--- src/rtl/fetch_if.sv ---
// Fetch-stage bus: hazard/branch control in, instruction memory word in,
// PC and IF/ID pipeline register contents out.
interface fetch_if;
  logic        FETCH_stall;
  logic        FETCH_redirect_valid;
  logic [31:0] FETCH_redirect_target;
  logic [31:0] FETCH_instr_in;
  logic [31:0] FETCH_PC;
  logic [31:0] FETCH_IFID_instr;
  logic [31:0] FETCH_IFID_pc4;
  logic        FETCH_IFID_valid;
  logic [31:0] FETCH_count;

  modport master (
    input  FETCH_stall, FETCH_redirect_valid, FETCH_redirect_target, FETCH_instr_in,
    output FETCH_PC, FETCH_IFID_instr, FETCH_IFID_pc4, FETCH_IFID_valid, FETCH_count
  );

  modport slave (
    output FETCH_stall, FETCH_redirect_valid, FETCH_redirect_target, FETCH_instr_in,
    input  FETCH_PC, FETCH_IFID_instr, FETCH_IFID_pc4, FETCH_IFID_valid, FETCH_count
  );
endinterface

--- src/rtl/fetch_unit.sv ---
// MIPS instruction-fetch stage: owns the PC, decodes J in fetch, and loads the
// IF/ID register, honouring downstream redirect (flush) and hazard stall.
module fetch_unit #(
  parameter logic [31:0] RESET_PC = 32'h0000_0000,
  parameter logic [31:0] NOP_WORD = 32'h0000_0000
) (
  input  logic    FETCH_clk,
  input  logic    FETCH_reset,
  fetch_if.master bus
);

  localparam logic [5:0] OP_J = 6'b000010;

  logic [31:0] pc_p0;
  logic [31:0] pc4_p0;
  logic [31:0] next_pc_p0;
  logic        is_jump_p0;

  logic [31:0] instr_p1;
  logic [31:0] pc4_p1;
  logic [31:0] count_p1;
  logic        vld_p1;

  function automatic logic [31:0] word_align(input logic [31:0] addr);
    return addr & ~32'h0000_0003;
  endfunction

  function automatic logic [31:0] jump_target(input logic [3:0]  region,
                                              input logic [25:0] index);
    return {region, index, 2'b00};
  endfunction

  // Stage p0: next-PC selection from the word currently returned by memory
  always_comb begin
    pc4_p0     = pc_p0 + 32'd4;
    is_jump_p0 = (bus.FETCH_instr_in[31:26] == OP_J);
    next_pc_p0 = is_jump_p0 ? jump_target(pc4_p0[31:28], bus.FETCH_instr_in[25:0])
                            : pc4_p0;
  end

  // Stage p0 -> p1: PC update and IF/ID capture
  always_ff @(posedge FETCH_clk) begin
    if (FETCH_reset) begin
      pc_p0    <= RESET_PC;
      instr_p1 <= NOP_WORD;
      pc4_p1   <= 32'd0;
      vld_p1   <= 1'b0;
      count_p1 <= 32'd0;
    end else if (bus.FETCH_redirect_valid) begin
      // A redirect flushes whatever is in the fetch slot, including a J.
      pc_p0    <= word_align(bus.FETCH_redirect_target);
      instr_p1 <= NOP_WORD;
      vld_p1   <= 1'b0;
    end else if (!bus.FETCH_stall) begin
      pc_p0    <= next_pc_p0;
      instr_p1 <= bus.FETCH_instr_in;
      pc4_p1   <= pc4_p0;
      vld_p1   <= 1'b1;
      count_p1 <= count_p1 + 32'd1;
    end
  end

  assign bus.FETCH_PC         = pc_p0;
  assign bus.FETCH_IFID_instr = instr_p1;
  assign bus.FETCH_IFID_pc4   = pc4_p1;
  assign bus.FETCH_IFID_valid = vld_p1;
  assign bus.FETCH_count      = count_p1;

endmodule

--- src/flat_wrapper.sv ---
// flat-port wrapper written by rule: the top's interface ports become plain ports
module fetch_unit_flat 
#(
  parameter logic [31:0] RESET_PC = 32'h0000_0000,
  parameter logic [31:0] NOP_WORD = 32'h0000_0000
)
  (FETCH_clk, FETCH_reset, bus_FETCH_stall, bus_FETCH_redirect_valid, bus_FETCH_redirect_target, bus_FETCH_instr_in, bus_FETCH_PC, bus_FETCH_IFID_instr, bus_FETCH_IFID_pc4, bus_FETCH_IFID_valid, bus_FETCH_count);
  fetch_if bus_i ();
  input  logic FETCH_clk;
  input  logic FETCH_reset;
  input wire logic [$bits(bus_i.FETCH_stall)-1:0] bus_FETCH_stall;
  input wire logic [$bits(bus_i.FETCH_redirect_valid)-1:0] bus_FETCH_redirect_valid;
  input wire logic [$bits(bus_i.FETCH_redirect_target)-1:0] bus_FETCH_redirect_target;
  input wire logic [$bits(bus_i.FETCH_instr_in)-1:0] bus_FETCH_instr_in;
  output wire logic [$bits(bus_i.FETCH_PC)-1:0] bus_FETCH_PC;
  output wire logic [$bits(bus_i.FETCH_IFID_instr)-1:0] bus_FETCH_IFID_instr;
  output wire logic [$bits(bus_i.FETCH_IFID_pc4)-1:0] bus_FETCH_IFID_pc4;
  output wire logic [$bits(bus_i.FETCH_IFID_valid)-1:0] bus_FETCH_IFID_valid;
  output wire logic [$bits(bus_i.FETCH_count)-1:0] bus_FETCH_count;
  assign bus_i.FETCH_stall = bus_FETCH_stall;
  assign bus_i.FETCH_redirect_valid = bus_FETCH_redirect_valid;
  assign bus_i.FETCH_redirect_target = bus_FETCH_redirect_target;
  assign bus_i.FETCH_instr_in = bus_FETCH_instr_in;
  assign bus_FETCH_PC = bus_i.FETCH_PC;
  assign bus_FETCH_IFID_instr = bus_i.FETCH_IFID_instr;
  assign bus_FETCH_IFID_pc4 = bus_i.FETCH_IFID_pc4;
  assign bus_FETCH_IFID_valid = bus_i.FETCH_IFID_valid;
  assign bus_FETCH_count = bus_i.FETCH_count;
  fetch_unit #(.RESET_PC(RESET_PC), .NOP_WORD(NOP_WORD)) u_core (.FETCH_clk(FETCH_clk), .FETCH_reset(FETCH_reset), .bus(bus_i));
endmodule
--- config.mk ---
export PLATFORM = sky130hd
export DESIGN_NAME = fetch_unit_flat
export DESIGN_NICKNAME = d
export VERILOG_FILES = /design/src/rtl/fetch_if.sv /design/src/rtl/fetch_unit.sv /design/src/flat_wrapper.sv
export SDC_FILE = /design/constraint.sdc
export NUM_CORES = 1
export LEC_CHECK = 0
export BUFFER_PORTS_ARGS = -buffer_cell sky130_fd_sc_hd__buf_2
export CAP_MARGIN = 20
export CORE_MARGIN = 10
export CORE_UTILIZATION = 30
export CTS_BUF_LIST = sky130_fd_sc_hd__clkbuf_16
export DETAILED_ROUTE_END_ITERATION = 8
export PLACE_DENSITY = 0.53
export SYNTH_ARGS = -nofsm -noshare
export SYNTH_HDL_FRONTEND = slang
export SYNTH_SLANG_ARGS = --single-unit
export TNS_END_PERCENT = 30
--- constraint.sdc ---
create_clock -name FETCH_clk -period 2.2 [get_ports FETCH_clk]
set_clock_uncertainty 0.05 [all_clocks]
set_input_delay 0.33 -clock FETCH_clk [delete_from_list [all_inputs] [get_ports FETCH_clk]]
set_output_delay 0.33 -clock FETCH_clk [all_outputs]
set_load 0.005 [all_outputs]
# --- Word-level counts from Yosys, hierarchy flattened ---
# Index checks and enable logic that the tools add are counted.
word_totals:
  register_bits: 129
  in_bits: 68
  wordCells: 17
op_classes:
  bitwise: 2
  n_eq_ne: 2
  addsub: 2
  reduce_logical: 2
  muxes: 3
ops:
  columns: ["operator", "count"]
  rows:
  - ["$mux W32", 2]
  - ["$add A32 B1 Y32 const B", 1]
  - ["$add A32 B3 Y32 const B", 1]
  - ["$mux W28", 1]
  - ["$eq A6 B2 Y1 const B", 1]
  - ["$ne A2 B1 Y1 const B", 1]
  - ["$not A1 Y1", 2]
  - ["$reduce_and A2 Y1", 1]
  - ["$reduce_or A2 Y1", 1]

# --- Longest topological paths before layout ---
logic_depth:
  ltp_word: 4
  ltp_mapped: 8
  depth_no_buf: 6

# --- Worst setup path before layout ---
# OpenSTA, ideal clock, no wires.
synth_timing:
  kind: "flip-flop to flip-flop"
  start: "register u_core.pc_p0[10], in the netlist u_core.bus.FETCH_PC[10]"
  end: "register u_core.pc_p0[30], in the netlist u_core.bus.FETCH_PC[30]"
  synth_period_minus_slack_ns: 1.933
  setup_slack_ns: 0.267
  path_buffers: 1
  arrival_time_ns: 1.763
  required_time_ns: 2.030
  path_stages_with_launch: 7
  path_cell_list: "dfxtp_1 buf_2 nand4_4 nor4_4 nand4_2 o31a_2 o31a_1"
synth_between:
  elab_chain_len: 3
synth_lines:
  columns: ["item", "line_no", "text"]
  rows:
  - ["start: declaration", "fetch_unit.sv:14", "logic [31:0] pc_p0;"]
  - ["start signal: assignment", "fetch_unit.sv:51", "pc_p0 <= word_align(bus.FETCH_redirect_target);"]
  - ["start signal: assignment", "fetch_unit.sv:55", "pc_p0 <= next_pc_p0;"]
  - ["$add A32 B3 Y32", "fetch_unit.sv:35", "pc4_p0 = pc_p0 + 32'd4;"]
  - ["$mux W32", "fetch_unit.sv:54", "end else if (!bus.FETCH_stall) begin"]
  - ["$mux W32", "fetch_unit.sv:49", "end else if (bus.FETCH_redirect_valid) begin"]
# Every way passes these cells. The select of a mux whose other input is x is not followed.
# A chain may end at the register's enable or synchronous reset.

# --- Final worst setup path ---
layout_timing:
  start: "register u_core.count_p1[14], in the netlist u_core.bus.FETCH_count[14]"
  end: "register u_core.count_p1[24], in the netlist u_core.bus.FETCH_count[24]"
layout_between:
  elab_chain_len: 1
layout_lines:
  columns: ["item", "line_no", "text"]
  rows:
  - ["start: declaration", "fetch_unit.sv:21", "logic [31:0] count_p1;"]
  - ["start signal: assignment", "fetch_unit.sv:59", "count_p1 <= count_p1 + 32'd1;"]
  - ["$add A32 B1 Y32", "fetch_unit.sv:59", null]
# Every way passes these cells.

==> impl_metrics.ini <==
[sta]
worstMarginPinSlew_ps = 795.9
fin_crit_ps = 1988
rsz0062_at_grt = no
drv_slew = 0
setup_tns_ps = 0
hold_violations = 0
relSlewSlack_pct = 46.94
finalCritPeriodShare_pct = 90.36
setup_violations = 0
timing.fmax_mhz = 503.1

[final_layout]
final_util_pct = 40.57
fin_nets = 951
area_delta_synth_final_pct = 33.23
drive_above_1_share_pct = 30.98
mostFrequentLayoutCells = 192 x buf_2, 129 x dfxtp_1, 106 x nor2_1
layout_commonest_cell = buf_2

[clock_tree]
cts_buffers = 17
cts_tree = built
cts_setup_buffers = 0
cts_sinks = 129
clk-insertion-delay-late_ps = 410
cts_root_buffer = clkbuf_16
clk_pin_slew_ps = 60
h-tree-depth = 4
clockBufferDepth = 2

[die]
dieHeight_um = 160.5
initial_core_util_pct = 30.45
die_area_um2 = 25770
rows = 51
coreArea_um2 = 19460
fp.dieW_um = 160.5
io_pins = 197

[critical_path]
endpoint_kind = flip-flop
crit_required_ps = 2430
start_kind = flip-flop
critical_path.max_fanout = 6
cp_data_arrival_time_ps = 2220
crit_type = flip-flop to flip-flop

[yosys]
synth_top_flop_cell = dfxtp_1
syn_nets = 759
ys_ff_latch = 129
syn-cell-area_um2 = 5926
syn_inst = 689
ys_seq_area_share_pct = 43.58
synth_area_leaders = dfxtp_1 44%, nor2_1 6.8%, xnor2_1 4.6%, xor2_1 4.0%, a211oi_1 3.5%
yosysTopAreaCell = dfxtp_1
ys_warn_count = 0
ys_types = 51
synth_edf_count = 0
synth_top_area_share_pct = 43.58
synth_area_per_cell_um2 = 8.600
async_flop_share_pct = 0

[global_routing]
antenna_found_initial = 3
grt_pass1_vias = 5461
grt_pass1_wl_um = 31520
grt_max_degree = 92
grt_usage_pct = 15.19
grt_overflow = 0

[place]
dp_hpwl_um = 14940
io_buffer_count = 194
place_congestion = 0.7803

[pwr]
internal-power_uw = 4388
cellPowerDensity_nw_per_um2 = 750.4
leakage_uw = 0.003351
switching_power_uw = 1537
combPwrFrac_pct = 10.3
pwr-share-seq_pct = 42.6
p_clk_share_pct = 47.1
switching_share_pct = 25.95
ir_worst_vdd_mv = 0.5523

[detailed_routing]
routed_wl_um = 20070
vias = 5598
firstDrtPassIters = 4
via_per_inst = 4.826
drc = 0
ant_nets = 0
drtIter0Drc = 254
wl_per_cell_um = 17.30

[run_status]
status = finished clean

[job]
cap_violations = 0

[hold_path]
hold_path_class = input pin to flip-flop
-- sequential cells by signal, summed over array words and instances (netlist names) --
name and cells:
u_core.bus.FETCH_IFID_instr 32, u_core.bus.FETCH_IFID_pc4 32, u_core.bus.FETCH_PC 32, u_core.bus.FETCH_count 32
u_core.bus.FETCH_IFID_valid 1
-- timing repair --
action	in CTS	in global routing
hold endpoints to repair	0	0
hold buffers	0	0
setup endpoints to repair	0	3
resized for setup	0	2
-- synth_stat cells, types with 2 or more instances --
cell type,count
nor4_1,9
o21bai_1,2
ha_1,2
mux2_2,2
a211oi_1,28
and2_1,2
o21a_1,4
or2_2,2
xnor2_1,31
dfxtp_1,129
buf_1,8
buf_2,9
nand4_1,21
or3_1,6
buf_4,2
and3_1,6
nor3_1,12
inv_1,22
and4_1,5
nor3_2,3
nor2_1,107
xor2_1,27
a221oi_1,20
a21oi_1,41
nand2_1,34
nor2b_1,33
o32ai_1,15
and4b_1,2
o22ai_1,4
nor3b_1,3
o21ai_0,7
clkbuf_1,37
a211o_1,3
nand3_1,19
mux2i_1,16
-- power by group through the flow --
| stage | Clock (µW) | Sequential, µW | Combinational [µW] |
|---|---|---|---|
| after floorplan | 0 | 2580 | 316 |
| after global placement | 0 | 2570 | 621 |
| after detailed placement | 0 | 2580 | 622 |
| after CTS | 2860 | 2530 | 625 |
| after global routing | 2980 | 2540 | 679 |
| final | 2790 | 2530 | 610 |
-- area by class of cell --
type / instances / area, µm²
Timing Repair Buffer: 230 / 1271
Clock inverter: 15 / 158.9
Fill cell: 2065 / 11570
Antenna cell: 1 / 2.502
Inverter: 22 / 82.58
Multi-Input combinational cell: 481 / 3040
Tap cell: 265 / 331.6
Clock buffer: 17 / 425.4
Sequential cell: 129 / 2582
-- stage by stage --
stage	setup WS, ps	cell area (µm²)	instances	power, µW	hold slack, ps
floorplan	267.2	5926	689	2891	390.4
global placement	124.6	7296	1127	3196	386.7
detailed placement	50.41	7296	1127	3200	394.2
CTS	86.39	7880	1159	6014	95.02
global route	36.20	7893	1159	6197	102.0
finish	212.2	7895	1160	5925	110.7
-- worst max-delay path, stage by stage (launching register included) --
cell and delay [ps]:
dfxtp_1 330, nand4_1 160, or4_1 670, buf_4 220
nor3_1 220, xnor2_1 150, nor2_1 50
-- metal layers --
| layer | track usage, % | vias up | part of all wire, % |
|---|---|---|---|
| met2 | 22.82 | 176 | 44 |
| met5 | 0 | - | 0.13 |
| li1 | - | 2816 | - |
| met1 | 19.43 | 2581 | 46 |
| met4 | 4.215 | 4 | 1.4 |
| met3 | 6.467 | 21 | 8.6 |
-- worst paths after layout --
kind / from / endpoint / slack [ps] / cells after the start
worst max-delay path: u_core.bus.FETCH_count[14]$_SDFFE_PP0P_ / u_core.bus.FETCH_count[24]$_SDFFE_PP0P_ / 210 / 6
worst min register to register: u_core.bus.FETCH_IFID_pc4[1]$_SDFFE_PP0P_ / u_core.bus.FETCH_IFID_pc4[1]$_SDFFE_PP0P_ / 400 / 2
worst min-delay path: bus_FETCH_redirect_target[3] / u_core.bus.FETCH_PC[3]$_SDFFE_PP0P_ / 110 / 3
worst max register to register: u_core.bus.FETCH_count[14]$_SDFFE_PP0P_ / u_core.bus.FETCH_count[24]$_SDFFE_PP0P_ / 210 / 6
-- cell families after synthesis --
family | Yosys count | share of synthesized area, %
muxes | 18 | 3.083
AOI/OAI and AO/OA | 132 | 15.54
buffers and inverters | 79 | 5.447
xor gates and xnor gates | 58 | 8.573
adders and majority gates | 2 | 0.4222
and+or+nand+nor | 271 | 23.35
DFF | 129 | 43.58
Power figures use the tool's default switching activity.
